`src/rtl/snn_step_sequencer.sv`:
```
// snn_step_sequencer: per-sample controller for the LIF SNN core (clear, gated frames, spike
// counting, serial argmax). Optional idle-frame watchdog enabled by SNN_STEP_SEQ_TIMEOUT_EN.
module snn_step_sequencer #(
    parameter int F           = 48,
    parameter int N           = 96,
    parameter int T_STEPS     = 32,
    parameter int CNT_W       = 8,
    parameter int TIMEOUT_CYC = 1024
) (
    input  logic                 clk,
    input  logic                 rstn,
    input  logic                 start,
    output logic                 busy,
    input  logic                 frame_valid,
    output logic                 frame_ready,
    input  logic [F-1:0]         frame_data,
    output logic                 core_clear,
    output logic                 core_step,
    output logic [F-1:0]         core_event_vec,
    input  logic [N-1:0]         core_spikes_vec,
    output logic                 result_valid,
    input  logic                 result_ready,
    output logic [$clog2(N)-1:0] result_class,
    output logic [CNT_W-1:0]     result_count,
    output logic                 timeout_err
);

    localparam int IDX_W  = $clog2(N);
    localparam int STEP_W = $clog2(T_STEPS + 1);
    localparam logic [CNT_W-1:0] CNT_MAX = '1;

    if (N < 2 || T_STEPS < 1 || CNT_W < 1 || TIMEOUT_CYC < 1) begin : g_bad_params
        $error("snn_step_sequencer: illegal parameter set");
    end

    typedef enum logic [2:0] {
        S_IDLE,
        S_CLEAR,
        S_RUN,
        S_DRAIN,
        S_REDUCE,
        S_OUT
    } state_t;

    state_t               state_reg;
    logic                 busy_reg;
    logic                 frame_ready_reg;
    logic                 core_clear_reg;
    logic                 result_valid_reg;
    logic [IDX_W-1:0]     result_class_reg;
    logic [CNT_W-1:0]     result_count_reg;
    logic [STEP_W-1:0]    step_cnt_reg;
    logic                 step_d_reg;
    logic [IDX_W-1:0]     red_idx_reg;
    logic [IDX_W-1:0]     best_idx_reg;
    logic [CNT_W-1:0]     best_cnt_reg;

    logic                 accept;
    logic [N*CNT_W-1:0]   cnt_flat;
    logic [CNT_W-1:0]     cur_cnt;
    logic                 take;
    logic [IDX_W-1:0]     cand_idx;
    logic [CNT_W-1:0]     cand_cnt;

    // frame_ready_reg is high exactly while in RUN, so it doubles as the state gate.
    assign accept         = frame_ready_reg & frame_valid;
    assign core_step      = accept;
    assign core_event_vec = accept ? frame_data : '0;

    assign busy         = busy_reg;
    assign frame_ready  = frame_ready_reg;
    assign core_clear   = core_clear_reg;
    assign result_valid = result_valid_reg;
    assign result_class = result_class_reg;
    assign result_count = result_count_reg;

`ifdef SNN_STEP_SEQ_TIMEOUT_EN
    localparam int WD_W = $clog2(TIMEOUT_CYC + 1);
    logic [WD_W-1:0] wd_reg;
    logic            timeout_err_reg;
    assign timeout_err = timeout_err_reg;
`else
    assign timeout_err = 1'b0;
`endif

    // Per-neuron saturating spike counters; core spikes are valid the cycle after a step.
    genvar gi;
    generate
        for (gi = 0; gi < N; gi++) begin : g_cnt
            logic [CNT_W-1:0] cnt_reg;
            always_ff @(posedge clk or negedge rstn) begin
                if (!rstn) begin
                    cnt_reg <= '0;
                end else if (state_reg == S_CLEAR) begin
                    cnt_reg <= '0;
                end else if (step_d_reg && core_spikes_vec[gi] && (cnt_reg != CNT_MAX)) begin
                    cnt_reg <= cnt_reg + 1'b1;
                end
            end
            assign cnt_flat[gi*CNT_W +: CNT_W] = cnt_reg;
        end
    endgenerate

    // Strictly-greater replacement keeps the lowest index on ties.
    assign cur_cnt  = cnt_flat[int'(red_idx_reg)*CNT_W +: CNT_W];
    assign take     = cur_cnt > best_cnt_reg;
    assign cand_idx = take ? red_idx_reg : best_idx_reg;
    assign cand_cnt = take ? cur_cnt : best_cnt_reg;

    always_ff @(posedge clk or negedge rstn) begin
        if (!rstn) begin
            state_reg        <= S_IDLE;
            busy_reg         <= 1'b0;
            frame_ready_reg  <= 1'b0;
            core_clear_reg   <= 1'b0;
            result_valid_reg <= 1'b0;
            result_class_reg <= '0;
            result_count_reg <= '0;
            step_cnt_reg     <= '0;
            step_d_reg       <= 1'b0;
            red_idx_reg      <= '0;
            best_idx_reg     <= '0;
            best_cnt_reg     <= '0;
`ifdef SNN_STEP_SEQ_TIMEOUT_EN
            wd_reg           <= '0;
            timeout_err_reg  <= 1'b0;
`endif
        end else begin
            step_d_reg     <= accept;
            core_clear_reg <= 1'b0;
            unique case (state_reg)
                S_IDLE: begin
                    if (start) begin
                        state_reg      <= S_CLEAR;
                        busy_reg       <= 1'b1;
                        core_clear_reg <= 1'b1;
                    end
                end
                S_CLEAR: begin
                    state_reg       <= S_RUN;
                    frame_ready_reg <= 1'b1;
                    step_cnt_reg    <= '0;
`ifdef SNN_STEP_SEQ_TIMEOUT_EN
                    wd_reg          <= '0;
`endif
                end
                S_RUN: begin
                    if (accept) begin
                        step_cnt_reg <= step_cnt_reg + 1'b1;
`ifdef SNN_STEP_SEQ_TIMEOUT_EN
                        wd_reg       <= '0;
`endif
                        if (step_cnt_reg == STEP_W'(T_STEPS - 1)) begin
                            state_reg       <= S_DRAIN;
                            frame_ready_reg <= 1'b0;
                        end
                    end
`ifdef SNN_STEP_SEQ_TIMEOUT_EN
                    else if (wd_reg == WD_W'(TIMEOUT_CYC - 1)) begin
                        // Abort without a result; partial counts are wiped by the next CLEAR.
                        timeout_err_reg <= 1'b1;
                        state_reg       <= S_IDLE;
                        frame_ready_reg <= 1'b0;
                        busy_reg        <= 1'b0;
                    end else begin
                        wd_reg <= wd_reg + 1'b1;
                    end
`endif
                end
                S_DRAIN: begin
                    state_reg    <= S_REDUCE;
                    red_idx_reg  <= '0;
                    best_idx_reg <= '0;
                    best_cnt_reg <= '0;
                end
                S_REDUCE: begin
                    best_idx_reg <= cand_idx;
                    best_cnt_reg <= cand_cnt;
                    red_idx_reg  <= red_idx_reg + 1'b1;
                    if (red_idx_reg == IDX_W'(N - 1)) begin
                        result_class_reg <= cand_idx;
                        result_count_reg <= cand_cnt;
                        result_valid_reg <= 1'b1;
                        state_reg        <= S_OUT;
                    end
                end
                S_OUT: begin
                    if (result_ready) begin
                        result_valid_reg <= 1'b0;
                        busy_reg         <= 1'b0;
                        state_reg        <= S_IDLE;
                    end
                end
                default: begin
                    state_reg <= S_IDLE;
                end
            endcase
        end
    end

endmodule

```
`config.mk`:
```
export PLATFORM = sky130hd
export DESIGN_NAME = snn_step_sequencer
export DESIGN_NICKNAME = d
export VERILOG_FILES = /design/src/rtl/snn_step_sequencer.sv
export SDC_FILE = /design/constraint.sdc
export NUM_CORES = 2
export LEC_CHECK = 0
export ABC_AREA = 0
export CAP_MARGIN = 10
export CORE_MARGIN = 2
export CORE_UTILIZATION = 56
export CTS_BUF_LIST = sky130_fd_sc_hd__clkbuf_4
export CTS_CLUSTER_DIAMETER = 30
export DETAILED_ROUTE_END_ITERATION = 10
export DONT_BUFFER_PORTS = 1
export MAX_ROUTING_LAYER = met4
export PLACE_DENSITY = 0.73
export SKIP_CTS_REPAIR_TIMING = 1
export SYNTH_ARGS = -nofsm -noshare
export SYNTH_HDL_FRONTEND = slang
export SYNTH_SLANG_ARGS = --single-unit
```
`constraint.sdc`:
```
create_clock -name clk -period 8.9 [get_ports clk]
set_clock_uncertainty 0.1 [all_clocks]
set_input_delay 2.67 -clock clk [delete_from_list [all_inputs] [get_ports clk]]
set_output_delay 2.67 -clock clk [all_outputs]
set_load 0.02 [all_outputs]
```
==> metrics <==
area of the die=approximately 83,000 sq um; placed wire-length estimate after detailed placement=79.62 mm; routed vias=about 35,000; H-tree lvl count=4; drt first pass iters=6; flip-flop count of the largest register after layout=roughly 770; total global routing track utilization=between 20% and 30%; standard cell with the maximum stage delay on the critical path=sky130_fd_sc_hd__and3_1; clock buffer count from CTS=between 200 and 250; first-pass GRT wire length=185.2 mm; number of cell rows=roughly 100; average size of a mapped cell=10.08 sq um; number of DRC violations after detailed-routing iteration 0=around 3,100; xor/xnor cell area share of the yosys netlist=10.19%; Synth async-reset ratio=100.0%; critical path type=in2out; ordered cell list for the critical path=and3_1; unrepaired setup endpoints after global routing=false; Finish-stage setup viols=0; synthesized net count=roughly 4,800; Hold Slack=between 0.4 and 0.5 ns; vertical die dimension=between 200 and 300 microns; Max IR drop VDD=between 150 and 200 uV; max-capacitance violation count=0; cell area after synthesis=around 45,000 sq um; count of antenna-violating nets left after detailed routing=0; WP data arrival=between 2 and 3 ns; initial antenna violation count=11; Slew Viols, Final=0; Boundary Pins=218; commonest non-fill, non-tap cell in the layout=sky130_fd_sc_hd__dfrtp_1; clock slew seen by the registers of the worst setup and hold paths=around 0.06 ns; cell taking the most area after synthesis=sky130_fd_sc_hd__dfrtp_1; class of the tightest hold or removal check=reg2reg; Worst-Skew Late Latency=~1.1 ns; input/output buffers=0; Leak=between 20 and 25 nW; layout overhead on the synthesized area=8.346%; area fraction in and, or, nand and nor cells after synthesis=about 18%; number of sinks handled by clock tree synthesis=819; cell area power density=~230 nW/um^2; wire length per cell after detailed routing=about 20 microns; transition time at the pin with the least slew margin=around 1.4 ns; share of the synthesized area in the top cell type=~45%; kind of capture point of the worst setup path=primary output; Synth area leaders=sky130_fd_sc_hd__dfrtp_1 (45%), sky130_fd_sc_hd__xor2_1 (7.5%), sky130_fd_sc_hd__mux4_2 (6.7%), sky130_fd_sc_hd__nor2_1 (5.8%), sky130_fd_sc_hd__mux2i_1 (5.3%); critical path startpoint category=primary input; synth warn=0; setup total negative slack=0 ns; Filler Cell Count=6,696; post-layout net count=4,819; number of enable-type register cells in the synthesized netlist=0; layout cell share with drive strength beyond 1=about an eighth; outcome=completed; Fmax achieved=~0.17 GHz; Slew Limit Headroom=4.559%; Synth Area in Adders=2.922%; number of library cell types mapped by synthesis=60; multiplexer fraction of the synthesized cell area=12.51%; Worst Path Buf+Inv=0; Remaining Overflow, GRT=0; effective utilization at floorplan=a little under three fifths; largest net degree at the start of global routing=820; clock tree from TritonCTS=yes; weighted congestion reported at the end of routability-driven placement=around 0.9; CTS Root Buffer Type=sky130_fd_sc_hd__clkbuf_4; gate family responsible for the most delay along the worst path=simple AND/OR/NAND/NOR gates; setup slack, reg-to-reg=3.24 ns; Required @ worst endpoint=between 6 and 7 ns; Floorplan Core Area=approximately 80,000 sq um; crit-path max FO=1; fraction of the yosys area taken by sequential cells=45.15%; main combinational cell family by area after synthesis=simple AND/OR/NAND/NOR gates; final design instance area without fill=a little under 50,000 sq um; Hold Vio Cnt, Final=0; post-route clock period utilization=64.77%; peak per-stage delay on the critical path=0.32 ns; mean number of vias per cell=between 6 and 7; shortest period the worst path allows=just under 6 ns; # DRC=0; number of global-route vias before repair=between 30,000 and 40,000; flip-flop and latch count after synthesis=819; Clock Tree Buf Depth=3; post-detailed-placement cell area=46,100 sq um; top library cells by usage in the layout, fill and taps aside=sky130_fd_sc_hd__dfrtp_1 (814), sky130_fd_sc_hd__nor2_1 (705), sky130_fd_sc_hd__xor2_1 (389), sky130_fd_sc_hd__nand2_1 (335), sky130_fd_sc_hd__clkbuf_4 (335); Total Routed Length=between 100 and 150 mm; predominant post-synthesis flop cell=sky130_fd_sc_hd__dfrtp_1; cell count after synthesis=4,502; synthesized-area fraction occupied by ao, oa, aoi and oai cells=approximately 8.5%; die extent in x=around 290 microns
-- cells in the mapped netlist (10+ instances only) --
| cell type | instances |
|---|---|
| sky130_fd_sc_hd__dfrtp_1 | 819 |
| sky130_fd_sc_hd__clkbuf_1 | 136 |
| sky130_fd_sc_hd__xor2_1 | 389 |
| sky130_fd_sc_hd__buf_4 | 11 |
| sky130_fd_sc_hd__mux2i_1 | 241 |
| sky130_fd_sc_hd__o211ai_1 | 34 |
| sky130_fd_sc_hd__buf_2 | 30 |
| sky130_fd_sc_hd__o21ai_1 | 21 |
| sky130_fd_sc_hd__xnor2_1 | 139 |
| sky130_fd_sc_hd__nand2_1 | 335 |
| sky130_fd_sc_hd__buf_6 | 10 |
| sky130_fd_sc_hd__o221ai_1 | 21 |
| sky130_fd_sc_hd__nand3_1 | 213 |
| sky130_fd_sc_hd__inv_1 | 39 |
| sky130_fd_sc_hd__ha_1 | 106 |
| sky130_fd_sc_hd__or3_1 | 149 |
| sky130_fd_sc_hd__nand4_1 | 216 |
| sky130_fd_sc_hd__a221oi_1 | 11 |
| sky130_fd_sc_hd__mux2_2 | 16 |
| sky130_fd_sc_hd__and3_1 | 141 |
| sky130_fd_sc_hd__o211a_1 | 61 |
| sky130_fd_sc_hd__mux4_2 | 135 |
| sky130_fd_sc_hd__o22ai_1 | 23 |
| sky130_fd_sc_hd__a21oi_1 | 194 |
| sky130_fd_sc_hd__o21ai_0 | 194 |
| sky130_fd_sc_hd__nor2_1 | 705 |
-- per-stage QoR --
| step | power [mW] | util [%] | worst slack, ns | std cells |
|---|---|---|---|---|
| after floorplan | 6.941 | - | 2.779 | 4502 |
| after global placement | 7.570 | 57.32 | 3.119 | 5391 |
| after detailed placement | 7.645 | 57.32 | 3.124 | 5391 |
| after CTS | 11.15 | 60.98 | 3.124 | 5803 |
| after global routing | 11.79 | 61.15 | 2.849 | 5818 |
| final | 11.16 | 61.16 | 3.135 | 5819 |
-- power breakdown --
group	internal (mW)	switching, mW	leakage, nW
clock network	1.81	1.67	1.77
registers	4.13	0.634	11.3
logic	1.15	1.75	9.56
-- worst reg2reg max path: cells and delay by family (launching register included) --
family / cells / cell delay, ns
AO/OA/AOI/OAI: 6 / 2.24
adder cells (fa/ha/maj): 1 / 0.27
buffers and inverters: 1 / 0.49
flip-flops: 1 / 0.96
multiplexers: 3 / 1.23
AND/OR/NAND/NOR: 2 / 0.18
-- path summary, 6_finish.rpt --
check	depth (start not counted)	start	endpoint
hold / removal	1	step_cnt_reg[0]	step_cnt_reg[0]
max in group asynchronous	4	rstn	red_idx_reg[0]
hold reg to reg	1	step_cnt_reg[0]	step_cnt_reg[0]
setup reg to reg	13	red_idx_reg[0]	result_count[7]
setup / recovery	1	frame_data[28]	core_event_vec[28]
min in group asynchronous	0	rstn	g_cnt[32].cnt_reg[0]
-- layer usage --
layer	track usage, %	wire (microns)	vias up
met5	-	0	-
met4	11.13	3830	0
met3	7.567	9090	235
met2	43.95	54090	1144
met1	37.94	49830	17463
li1	-	-	16389
-- kinds of logic after synthesis --
family                   count (synthesis)
AO/OA/AOI/OAI                          620
XOR/XNOR                               528
adder cells (fa/ha/maj)                106
buffers and inverters                  237
flip-flops                             819
multiplexers                           396
other                                    1
AND/OR/NAND/NOR                       1795
-- layout make-up --
cell class | instances | area [sq um] | area share (%)
Clock buffer | 335 | 2515 | 5.114
Tap cell | 1060 | 1326 | 2.697
Antenna cell | 12 | 30.03 | 0.06106
Sequential cell | 819 | 20510 | 41.70
Inverter | 41 | 153.9 | 0.3129
Timing Repair Buffer | 29 | 347.8 | 0.7073
Clock inverter | 77 | 429.2 | 0.8726
Multi-Input combinational cell | 3446 | 23870 | 48.54
(Power assumes the default switching activity.)
